File: src/rtl/updown_pkg.sv
// Shared encodings for the up/down direction controller.
// Direction, mode and FSM state definitions.
package updown_pkg;

  localparam logic DIR_UP      = 1'b1;
  localparam logic DIR_DOWN    = 1'b0;
  localparam logic MODE_MANUAL = 1'b0;
  localparam logic MODE_BOUNCE = 1'b1;

  typedef enum logic {
    ST_DOWN = 1'b0,
    ST_UP   = 1'b1
  } dir_state_t;

endpackage

File: src/rtl/btn_debounce.sv
// Pushbutton synchroniser and debouncer.
// Emits a one-cycle press pulse on a filtered 0->1.
module btn_debounce #(
  parameter int DEBOUNCE_CYCLES = 4
) (
  input  logic clk,
  input  logic rst_n,
  input  logic raw,
  output logic level,
  output logic press
);

  localparam int CW = $clog2(DEBOUNCE_CYCLES + 1);
  localparam logic [CW-1:0] LAST = CW'(DEBOUNCE_CYCLES - 1);

  logic          sync1;
  logic          sync2;
  logic [CW-1:0] cnt;
  logic          settle;

  // last differing sample needed to accept the new level
  assign settle = (sync2 != level) && (cnt == LAST);

  // two-flop synchroniser for the asynchronous button
  always_ff @(posedge clk or negedge rst_n) begin
    if (!rst_n) begin
      sync1 <= 1'b0;
      sync2 <= 1'b0;
    end else begin
      sync1 <= raw;
      sync2 <= sync1;
    end
  end

  // count consecutive samples that disagree with the level
  always_ff @(posedge clk or negedge rst_n) begin
    if (!rst_n) begin
      cnt <= '0;
    end else if (sync2 == level || settle) begin
      cnt <= '0;
    end else begin
      cnt <= cnt + 1'b1;
    end
  end

  // accept the new level; flag only the rising acceptance
  always_ff @(posedge clk or negedge rst_n) begin
    if (!rst_n) begin
      level <= 1'b0;
      press <= 1'b0;
    end else begin
      press <= settle && sync2;
      if (settle) begin
        level <= sync2;
      end
    end
  end

endmodule

File: src/rtl/updown_ctrl.sv
// Direction controller for the up/down counter.
// UPDOWN_CTRL_BOUNCE_EN adds the mode button and end-of-range bounce.
module updown_ctrl
  import updown_pkg::*;
#(
  parameter int WIDTH           = 4,
  parameter int DEBOUNCE_CYCLES = 4
) (
  input  logic             clk,
  input  logic             rst_n,
  input  logic             btn_dir,
  input  logic             btn_mode,
  input  logic [WIDTH-1:0] count,
  output logic             updown,
  output logic             mode,
  output logic             dir_changed
);

  localparam logic [WIDTH-1:0] MAX = '1;

  dir_state_t state;
  dir_state_t state_nx;
  logic       chg_nx;
  logic       dir_level;
  logic       dir_press;
  logic       trigger;
  logic       toggle;

  btn_debounce #(
    .DEBOUNCE_CYCLES(DEBOUNCE_CYCLES)
  ) u_dir (
    .clk  (clk),
    .rst_n(rst_n),
    .raw  (btn_dir),
    .level(dir_level),
    .press(dir_press)
  );

`ifdef UPDOWN_CTRL_BOUNCE_EN
  logic mode_level;
  logic mode_press;
  logic mode_q;
  logic unused_lvl;

  btn_debounce #(
    .DEBOUNCE_CYCLES(DEBOUNCE_CYCLES)
  ) u_mode (
    .clk  (clk),
    .rst_n(rst_n),
    .raw  (btn_mode),
    .level(mode_level),
    .press(mode_press)
  );

  // mode toggles on each debounced mode press
  always_ff @(posedge clk or negedge rst_n) begin
    if (!rst_n) begin
      mode_q <= MODE_MANUAL;
    end else if (mode_press) begin
      mode_q <= ~mode_q;
    end
  end

  // one step early so the flip lands as the counter hits the end;
  // muted right after a flip to avoid a double toggle
  assign trigger = (mode_q == MODE_BOUNCE) && !dir_changed &&
                   ((state == ST_UP) ? (count >= MAX - 1'b1)
                                     : (count <= WIDTH'(1)));
  assign mode       = mode_q;
  assign unused_lvl = dir_level ^ mode_level;
`else
  logic unused_in;

  assign trigger   = 1'b0;
  assign mode      = MODE_MANUAL;
  assign unused_in = ^{btn_mode, count, dir_level};
`endif

  assign toggle = dir_press || trigger;
  assign updown = (state == ST_UP) ? DIR_UP : DIR_DOWN;

  // direction state and change pulse registers
  always_ff @(posedge clk or negedge rst_n) begin
    if (!rst_n) begin
      state       <= ST_UP;
      dir_changed <= 1'b0;
    end else begin
      state       <= state_nx;
      dir_changed <= chg_nx;
    end
  end

  // any toggle request flips once, however many sources fire
  always_comb begin
    state_nx = state;
    chg_nx   = 1'b0;
    if (toggle) begin
      chg_nx = 1'b1;
      unique case (state)
        ST_UP:   state_nx = ST_DOWN;
        ST_DOWN: state_nx = ST_UP;
        default: state_nx = ST_UP;
      endcase
    end
  end

endmodule
File: config.mk
export PLATFORM = sky130hd
export DESIGN_NAME = updown_ctrl
export DESIGN_NICKNAME = d
export VERILOG_FILES = /design/src/rtl/updown_pkg.sv /design/src/rtl/btn_debounce.sv /design/src/rtl/updown_ctrl.sv
export SDC_FILE = /design/constraint.sdc
export NUM_CORES = 1
export LEC_CHECK = 0
export ABC_CLOCK_PERIOD_IN_PS = 2000
export CAP_MARGIN = 5
export CORE_AREA = 2 2 39 41
export CTS_CLUSTER_DIAMETER = 40
export DETAILED_ROUTE_END_ITERATION = 8
export DIE_AREA = 0 0 41 43
export GPL_TIMING_DRIVEN = 0
export MAX_ROUTING_LAYER = met4
export PLACE_DENSITY = 0.5
export REMOVE_ABC_BUFFERS = 1
export SLEW_MARGIN = 20
export SYNTH_ARGS = -nofsm -noshare
export SYNTH_HDL_FRONTEND = slang
export SYNTH_SLANG_ARGS = --single-unit
File: constraint.sdc
create_clock -name clk -period 2 [get_ports clk]
set_input_delay 0.4 -clock clk [delete_from_list [all_inputs] [get_ports clk]]
set_output_delay 0.4 -clock clk [all_outputs]
set_load 0.02 [all_outputs]
=== Yosys cells after proc, flatten, opt, wreduce, memory -nomap -nowiden ===
Index checks and enable logic that the tools add are counted.

* Word-level logic and storage cells: 19
* Register bits: 9
* Output and inout port bits: 3

* Reductions and logical operators: 3
* Bitwise operators: 1
* $add $sub $neg: 1
* Equality and inequality tests: 3
* Mux-type cells: 4

{| class="wikitable"
|+ Operators by type and width
! cell !! number
|-
| adder 3 x 1 -> 3 bit (second input constant) || 1
|-
| == test 3 x 2 -> 1 bit (second input constant) || 1
|-
| two-way mux 3 bit || 1
|-
| logical AND 1 bit || 2
|-
| two-way mux 1 bit || 2
|-
| one-hot mux 1 bit (2 select lines) || 1
|-
| == test 1 bit || 1
|-
| logical OR 1 bit || 1
|-
| inequality test 1 bit || 1
|-
| inverter 1 bit || 1
|}

=== Depth between registers and ports, before layout ===
* Word-level depth: 4
* Mapped depth: 4
* Mapped depth without buffers: 4

=== Cells and area by module ===
A second synthesis with hierarchy kept.

* Cell total of the unflattened synthesis: 23
* Area total of the unflattened synthesis: 322.8 um^2

{| class="wikitable"
|+ Modules (own cells, without submodules)
! module !! instances !! seq. area each (um^2) !! cells each !! area each (um^2)
|-
| btn_debounce || 1 || 175.2 || 18 || 251.5
|-
| updown_ctrl || 1 || 51.3 || 5 || 71.3
|}

=== Worst setup path before layout ===
No wires, ideal clock.

* Path kind: register -> register
* Start point: register u_dir.cnt[0]
* End point: register u_dir.level
* Setup slack: 0.960 ns
* Data required time: 1.871 ns
* Cell stages (with the launch flop): 5
* Path buffers: 0
* Data arrival time: 0.911 ns
* Setup time: 0.129 ns
* Cells stage by stage: dfrtp_1 -> ha_1 -> ha_1 -> nand2_1 -> o21ai_0

* Cells in the longest elaborated chain, start to end: 2

{| class="wikitable"
|+ Ends and longest elaborated chain
! item !! RTL line !! RTL
|-
| start: declaration || btn_debounce.sv:18 || <nowiki>logic [CW-1:0] cnt;</nowiki>
|-
| start signal: assignment || btn_debounce.sv:42 || <nowiki>cnt <= cnt + 1'b1;</nowiki>
|-
| == test 3 x 2 -> 1 bit || btn_debounce.sv:22 || <nowiki>assign settle = (sync2 != level) && (cnt == LAST);</nowiki>
|-
| logical AND 1 bit || btn_debounce.sv:22 ||
|-
| end signal: assignment || btn_debounce.sv:54 || <nowiki>level <= sync2;</nowiki>
|-
| end: declaration || btn_debounce.sv:9 || <nowiki>output logic level,</nowiki>
|}

No other way between the ends.
A chain may end at the register's enable or synchronous reset.

=== Final worst setup path ===
* Start point: register state
* End point: output updown

* Cells in the longest elaborated chain, start to end: 1

{| class="wikitable"
|+ Ends and longest elaborated chain
! item !! RTL line !! RTL
|-
| start: declaration || updown_ctrl.sv:21 || <nowiki>dir_state_t state;</nowiki>
|-
| start signal: assignment || updown_ctrl.sv:88 || <nowiki>state <= state_nx;</nowiki>
|-
| two-way mux 1 bit || updown_ctrl.sv:80 || <nowiki>assign updown = (state == ST_UP) ? DIR_UP : DIR_DOWN;</nowiki>
|-
| end: declaration || updown_ctrl.sv:14 || <nowiki>output logic updown,</nowiki>
|}

No other way between the ends.

==> impl_metrics.yaml <==
clock_tree:
  postCtsHoldBufs: 0
  clk_pin_slew_ps: 60
  h-tree-depth: 1
  post-cts-setup-buffer-count: 0
  clock_latency_ps: 260
  cts_made_buffers: 3
  cts_resized: 0
  cts_root_buf: "clkbuf_4"
  cts_sinks: 9
  cts_tree: "done"
  clock_path_buffers: 2
critical_path:
  path_max_fanout: 2
  arrival_ps: 1390
  rr_worst_depth: 3
  slowest_stage: "clkdlybuf4s50_1"
  reg2reg_slack_ps: 880
  crit_chain: "clkdlybuf4s50_1"
  path_buf_inv: 1
  critical-path-top-delay-family: "buffers and inverters"
  critPathMaxStageDelay_ps: 600
  worst_setup_path_start_kind: "flip-flop"
  timing.rr.start: "u_dir.cnt[0]$_DFF_PN0_"
  worstReg2RegEnd: "u_dir.cnt[2]$_DFF_PN0_"
  crit_cells: 1
  worstSetupEndpointType: "primary output"
  cp.required_ps: 1600
  criticalPathCategory: "flip-flop to primary output"
outcome:
  status: "complete, no violations"
drt:
  drt_first_pass_iters: 3
  wl_per_cell_um: 9.26
  drc: 0
  antenna_left: 0
  drt_iter0_drc: 2
  num_vias: 179
  drt-vias-per-instance: 3.89
  wirelength_um: 426
global_route:
  grt_util_all_layers: 0.0845
  grt-ovfl-total: 0
  grt_pass1_vias: 208
  grt_pass1_wl_um: 897
  grt_max_degree: 10
  antenna_found_initial: 0
yosys:
  yosys_warnings: 0
  synth_largest_area_cell: "dfrtp_1"
  synth_top_area_frac: 0.620
  ys_ff_latch: 9
  syn_area_um2: 323
  post-synth-top-count-cell: "dfrtp_1"
  syn_inst: 23
  synth_edf_count: 0
  synth_area_leaders: "dfrtp_1 (62%), dfstp_2 (8.1%), ha_1 (7.8%)"
  yosys.cell_types.count: 13
  ys_async_sr_fraction: 1.00
  seq_area_frac_synth: 0.702
  ys_top_cells_by_count: "dfrtp_1 (8), ha_1 (2), inv_1 (2), nor3_1 (2)"
  syn_avg_cell_area_um2: 14.0
  synth_flop_cell: "dfrtp_1"
placement:
  hpwl_um: 314
  place.gp.congestion: 0.662
  io_buffers: 4
  place_inst: 42
floorplan:
  die_y_um: 43
  io-pin-count: 11
  core_area_um2: 1380
  initial_core_util: 0.233
  die_area_um2: 1760
  placementRows: 14
  die_w_um: 41
sta:
  rsz0062_at_grt: "no"
  max_freq_mhz: 557
  period_needed_ps: 1790
  hold_viol: 0
  fin_crit_sh: 0.897
  fin_tns_setup_ps: 0
  finClkSkew_ps: 2.79
  setup_viol: 0
  maxSlewViolCount: 0
finish:
  multiInputGateArea_um2: 81.3
  fill_cells: 141
  area_growth_pct: 24.4
  drive_gt1_frac: 0.167
  fin_cells: 46
  layout.nets: 41
  seq_area_um2: 226
  n_antenna_cell: 0
  utilization: 0.290
hold_path:
  min_path_type: "flip-flop to flip-flop"
  hold_depth: 0
  min-delay-start: "u_dir.sync1$_DFF_PN0_"
  min_to: "u_dir.sync2$_DFF_PN0_"
power:
  power_density_nw_per_um2: 1300
  p_leak_nw: 0.187
  ir_drop_uv: 446
run:
  cap_violations: 0
## logic make-up (layout without fill, tap and decap cells)
group	after synthesis	after routing	share of synthesized area
simple gates	5	5	0.0930
compound gates	1	1	0.0155
xor+xnor	2	2	0.0543
other cells	1	1	0.0116
buf+inv	3	10	0.0465
flops	9	9	0.702
fa+ha+maj	2	2	0.0775
## layout make-up
class / instances / area share
clock buffers: 4 / 0.0654
inverters: 2 / 0.0187
flip-flops and latches: 9 / 0.564
well taps: 16 / 0.0498
multi-input cells: 11 / 0.202
repair buffers: 4 / 0.0997
## cells in the final DEF (no fill, tap or decap)
master           count
dfrtp_1              8
xnor2_1              1
nor2_1               1
clkbuf_1             1
conb_1               1
inv_1                2
o21ai_0              1
clkdlybuf4s50_1      4
nand2_1              1
nor3_1               2
dfstp_2              1
clkbuf_4             3
xor2_1               1
nor3b_2              1
ha_1                 2
## power breakdown
part	internal (mW)	total, mW	switching (mW)	leakage (nW)
Sequential	0.235	0.263	0.0281	0.114
Clock	0.0767	0.137	0.0605	0.0150
Combinational	0.0619	0.122	0.0604	0.0578
Total	0.374	0.523	0.149	0.187
## worst max-delay path by stage
stage	start	endpoint
3_3_place_gp	state$_DFFE_PN1P_	updown
2_1_floorplan	u_dir.cnt[0]$_DFF_PN0_	u_dir.level$_DFFE_PN0P_
4_1_cts	state$_DFFE_PN1P_	updown
3_5_place_dp	state$_DFFE_PN1P_	updown
5_1_grt	state$_DFFE_PN1P_	updown
6_report	state$_DFFE_PN1P_	updown
## sequential cells by signal, summed over array words and instances (netlist names)
name         cells
u_dir.level      1
state            1
dir_changed      1
u_dir.sync2      1
u_dir.press      1
u_dir.cnt        3
u_dir.sync1      1
## routing by layer
| metal | share of wire | wire [µm] | vias up | global-route usage |
|---|---|---|---|---|
| li1 | - | - | 84 | - |
| met1 | 0.41 | 175 | 87 | 0.0973 |
| met2 | 0.50 | 212 | 8 | 0.106 |
| met3 | 0.089 | 38 | 0 | 0.0785 |
| met4 | 0 | 0 | 0 | 0.0200 |
| met5 | 0 | 0 | - | - |
## metrics by stage
stage | setup slack [ps] | power [mW] | cell area (µm²) | hold WS (ps)
floorplan | 960 | 0.342 | 315 | 104
detailed placement | 481 | 0.391 | 375 | 339
global route | 173 | 0.563 | 402 | 370
finish | 205 | 0.523 | 402 | 350
CTS | 191 | 0.532 | 402 | 352
global placement | 483 | 0.382 | 375 | 336
Note: power is estimated with default switching activity, not from simulation.
